### src/rtl/switch_detect_multi.sv
// switch_detect_multi: independent per-channel switch edge detectors with
// a 2-FF synchronizer, post-detect lockout and a long-press report.
module switch_detect_multi #(
    parameter int CHANNELS       = 4,
    parameter int LOCKOUT_CYCLES = 100000,
    parameter int LONG_CYCLES    = 5000000,
    parameter int CNT_W          = 23,
    parameter int EDGE_MODE      = 0
) (
    input  logic                CLK,
    input  logic                RST,
    input  logic [CHANNELS-1:0] switch_in,
    output logic [CHANNELS-1:0] detected,
    output logic [CHANNELS-1:0] long_press,
    output logic [CHANNELS-1:0] busy
);
    typedef enum logic [1:0] {IDLE, LOCK, HELD} state_t;
    localparam logic [CNT_W-1:0] LOCK_LOAD = CNT_W'(LOCKOUT_CYCLES - 1);
    localparam logic [CNT_W-1:0] LONG_MAX  = CNT_W'(LONG_CYCLES - 1);
    localparam logic [CNT_W-1:0] LONG_PRE  = CNT_W'(LONG_CYCLES - 2);
    localparam logic [CNT_W-1:0] ONE       = CNT_W'(1);
    for (genvar c = 0; c < CHANNELS; c++) begin : g_ch
        state_t           state, nxt;
        logic             s1, s2, prev, lvl, edg, det, lp;
        logic [CNT_W-1:0] lock_cnt, long_cnt;
        always_ff @(posedge CLK or posedge RST) begin
            if (RST) begin
                s1       <= 1'b0;
                s2       <= 1'b0;
                prev     <= 1'b0;
                state    <= IDLE;
                det      <= 1'b0;
                lp       <= 1'b0;
                lock_cnt <= '0;
                long_cnt <= '0;
            end else begin
                s1       <= switch_in[c];
                s2       <= s1;
                prev     <= s2;
                state    <= nxt;
                det      <= (state == IDLE) && edg;
                // long_cnt reaches LONG_MAX on this same edge, so the pulse lines up with saturation
                lp       <= (state == HELD) && lvl && (long_cnt == LONG_PRE);
                lock_cnt <= (state == IDLE) ? (edg ? LOCK_LOAD : lock_cnt)
                          : (lock_cnt != '0) ? lock_cnt - ONE : '0;
                long_cnt <= (state == IDLE) ? '0
                          : (long_cnt != LONG_MAX) ? long_cnt + ONE : long_cnt;
            end
        end
        always_comb begin
            lvl = (EDGE_MODE == 1) ? ~s2 : s2;
            edg = (EDGE_MODE == 0) ? (s2 & ~prev)
                : (EDGE_MODE == 1) ? (~s2 & prev)
                : (s2 ^ prev);
            nxt = (state == IDLE) ? (edg ? LOCK : IDLE)
                : (state == LOCK) ? ((lock_cnt != '0) ? LOCK
                                    : ((EDGE_MODE != 2) && lvl) ? HELD : IDLE)
                : (state == HELD) ? (lvl ? HELD : IDLE)
                : IDLE;
        end
        assign busy[c]       = (state != IDLE);
        assign detected[c]   = det;
        assign long_press[c] = lp;
    end
endmodule

### config.mk
export PLATFORM = sky130hd
export DESIGN_NAME = switch_detect_multi
export DESIGN_NICKNAME = d
export VERILOG_FILES = /design/src/rtl/switch_detect_multi.sv
export SDC_FILE = /design/constraint.sdc
export NUM_CORES = 1
export LEC_CHECK = 0
export ABC_AREA = 1
export CAP_MARGIN = 0
export CORE_ASPECT_RATIO = 1.1
export CORE_UTILIZATION = 35
export DETAILED_ROUTE_END_ITERATION = 12
export PLACE_DENSITY = 0.53
export SETUP_SLACK_MARGIN = 0.1
export SYNTH_ARGS = -nofsm -noshare
export SYNTH_HDL_FRONTEND = slang
export SYNTH_SLANG_ARGS = --single-unit
### constraint.sdc
create_clock -name CLK -period 15.3 [get_ports CLK]
set_input_delay 4.59 -clock CLK [delete_from_list [all_inputs] [get_ports CLK]]
set_output_delay 4.59 -clock CLK [all_outputs]
set_load 0.005 [all_outputs]
==> flow_summary.toml <==
[job]
drv.max_cap_violation_count = 0

[critical_path]
critical_path.startpoint_type = "flip-flop"
path_cells = "nor2_2, inv_2, clkdlybuf4s50_1"
crit_path_start = "g_ch[2].state[0]"
arrival_ps = 2360
crit_path_end_kind = "output pin"
criticalPathCategory = "reg -> out"
r2r_end = "g_ch[2].lock_cnt[5]"
required_time_of_the_critical_path_ps = 10710
cp.buffers_inverters = 2
ff2ff_path_depth = 5
timing.rr.start = "g_ch[2].state[0]"
timing.critical_path.fanout_max = 21
crit_cells = 3
critical_path.max_stage_delay_ps = 530
setup.reg_to_reg.worst_slack_ps = 12790
endpoint = "busy[2]"
cp_slowest_cell = "nor2_2"
timing.critical_path.max_delay_family = "buffers and inverters"

[logic_synthesis]
async_flop_share_pct = 100
synth_largest_area_cell = "dfrtp_1"
synth-edff-count = 0
ys.flop_type = "dfrtp_1"
synthesis.area_per_instance_um2 = 7.35
synthesis.instances = 1680
synth-warning-count = 0
synthesis.nets = 1702
synth_area_um2 = 12300
post_synth_main_area_contributors = "dfrtp_1 (43%), nand2_1 (12%), nor2_1 (8.0%)"
seq_area_frac_synth_pct = 43.0
yosys.cell_types.count = 39
synth.ff_latch_count = 212
synthDominantCellAreaShare_pct = 43.0

[die]
pin_count = 18
num_rows = 71
design.die.area_um2 = 36000
floorplan.core_area_um2 = 34500
start_util_pct = 35.8
die_x_um = 181
die_height_um = 199

[timing]
drv_slew = 0
fin_worst_skew_ps = 25.2
final.setup.worst_slack_ps = 8350
totalNegativeSetupSlack_ps = 0
fmaxAchievable_mhz = 144
worstMarginPinSlew_ps = 1020
setup_violations = 0
rsz_0062_raised_after_global_routing = "no"
min_period_ps = 6950
max_slew_margin_pct = 32.3
final_min_period_over_clock_period_pct = 45.4
final-hold-violation-count = 0
worst_hold_slack_ps = 348

[clock_tree]
worst_skew_pair.late_latency_ps = 540
clock_edge_transition_at_the_registers_on_the_reported_setup_and_hold_paths_ps = 60
clockBufferDepth = 3
cts_sinks = 212
post-cts-setup-buffers = 0
postCtsHoldBufs = 0
postCtsResizedCells = 0
cts.root.buffer_cell = "clkbuf_16"
tritoncts = "yes"
cts_buffers = 26
cts.htree.levels = 1

[route]
detail_route.wirelength_um = 27500
drt_drc_violations_left = 0
wire_per_inst_um = 12.8
detailroute.via_count = 10500
drt.antenna.violating_nets = 0
drt_first_pass_iters = 5
post_drt_via_cell_ratio = 4.89
detail_route.iter0.violations = 617

[placed_design]
dpl_cell_area_um2 = 12900
routabilityCongestion = 0.836
place_ws_ps = 8280
placed_cells_incl_taps = 2107
port-buffer-count = 17
detailedPlacementHpwl_um = 19100

[pwr]
powerDensity_nw_per_um2 = 165
ir_drop_mv = 0.0904
power.leakage_nw = 6.57
finalPower_mw = 2.27

[global_route]
grt_pass1_wl_um = 48500
grt_max_degree = 135
grt_antenna_before_repair = 0
groute.usage.overall_pct = 15.8
grt_remaining_overflow = 0
first_global_vias = 10300

[status]
outcome = "complete, no violations"

[layout]
antenna_cells_inserted = 0
nets = 1719
post_route_core_utilization_pct = 40.0
final.fill_count = 3604
stdcell_area_um2 = 13800
fraction_of_layout_cells_with_a_size_suffix_above_1_pct = 8.97
layoutNonFillerInstCount = 2154
multi_input_comb_area_um2 = 6120
regArea_um2 = 5310
area_delta_synth_final_pct = 11.7

[worst_hold_path]
hold_class = "reg -> reg"
[worst min-delay path by stage]
stage / from / to / cells after the start / slack, ps
after floorplan: g_ch[0].s1 / g_ch[0].lvl / 0 / 330
after global placement: g_ch[3].s1 / g_ch[3].lvl / 0 / 340
after detailed placement: g_ch[3].s1 / g_ch[3].lvl / 0 / 340
after CTS: g_ch[0].s1 / g_ch[0].lvl / 0 / 350
final: g_ch[0].s1 / g_ch[0].lvl / 0 / 350
after global routing: g_ch[3].s1 / g_ch[3].lvl / 0 / 370
[cell type report]
type | count | share of cell area, %
Inverter | 198 | 5.44
Multi-Input combinational cell | 1240 | 44.4
Clock inverter | 9 | 0.762
Clock buffer | 38 | 5.63
Tap cell | 438 | 3.97
Sequential cell | 212 | 38.5
Timing Repair Buffer | 19 | 1.34
[cells in the mapped netlist, types with 16 or more instances]
library cell  number
nand2_1          402
xor2_1            44
nand3_1          146
inv_1            181
nor2_2            26
a21oi_1           31
nand4_1           36
dfrtp_1          212
o21ai_0           77
nand2_2           17
o21ai_1           43
nor3_1            33
inv_2             16
nor2_1           263
ha_1              16
[where the power goes]
| part | internal [mW] | leakage [nW] | switching (mW) |
|---|---|---|---|
| combinational | 0.281 | 3.35 | 0.514 |
| sequential | 0.698 | 2.78 | 0.148 |
| clock | 0.384 | 0.434 | 0.246 |
| total | 1.36 | 6.57 | 0.908 |
[sequential cells by signal, indices dropped and copies added, names as in the netlist]
| register | cells |
|---|---|
| g_ch.state | 8 |
| g_ch.long_cnt | 92 |
| g_ch.prev | 4 |
| g_ch.lp | 4 |
| g_ch.lock_cnt | 92 |
| g_ch.s1 | 4 |
| g_ch.lvl | 4 |
| g_ch.det | 4 |
[cell families after synthesis]
logic type	share of synthesized area (%)
fa+ha+maj	1.62
simple gates	36.1
compound gates	7.99
flops	43.0
buf+inv	7.48
xor+xnor	3.83
[layer usage]
metal	vias to the layer above	global-route usage [%]	wire length, um
met5	-	0	0
met4	0	4.33	581
met3	48	1.98	749
met2	101	27.3	12700
met1	4956	20.9	13400
li1	5426	-	-
[cells in the final DEF, fill, tap and decap left out, types with 17 or more instances in the layout]
| cell | n |
|---|---|
| nand2_2 | 17 |
| nor2_1 | 263 |
| clkdlybuf4s50_1 | 17 |
| dfrtp_1 | 212 |
| nand3_1 | 146 |
| o21ai_0 | 77 |
| inv_1 | 180 |
| nand4_1 | 36 |
| clkbuf_16 | 27 |
| nand2_1 | 402 |
| a21oi_1 | 31 |
| nor2_2 | 26 |
| xor2_1 | 44 |
| nor3_1 | 33 |
| o21ai_1 | 43 |
Power figures use the tool's default switching activity.
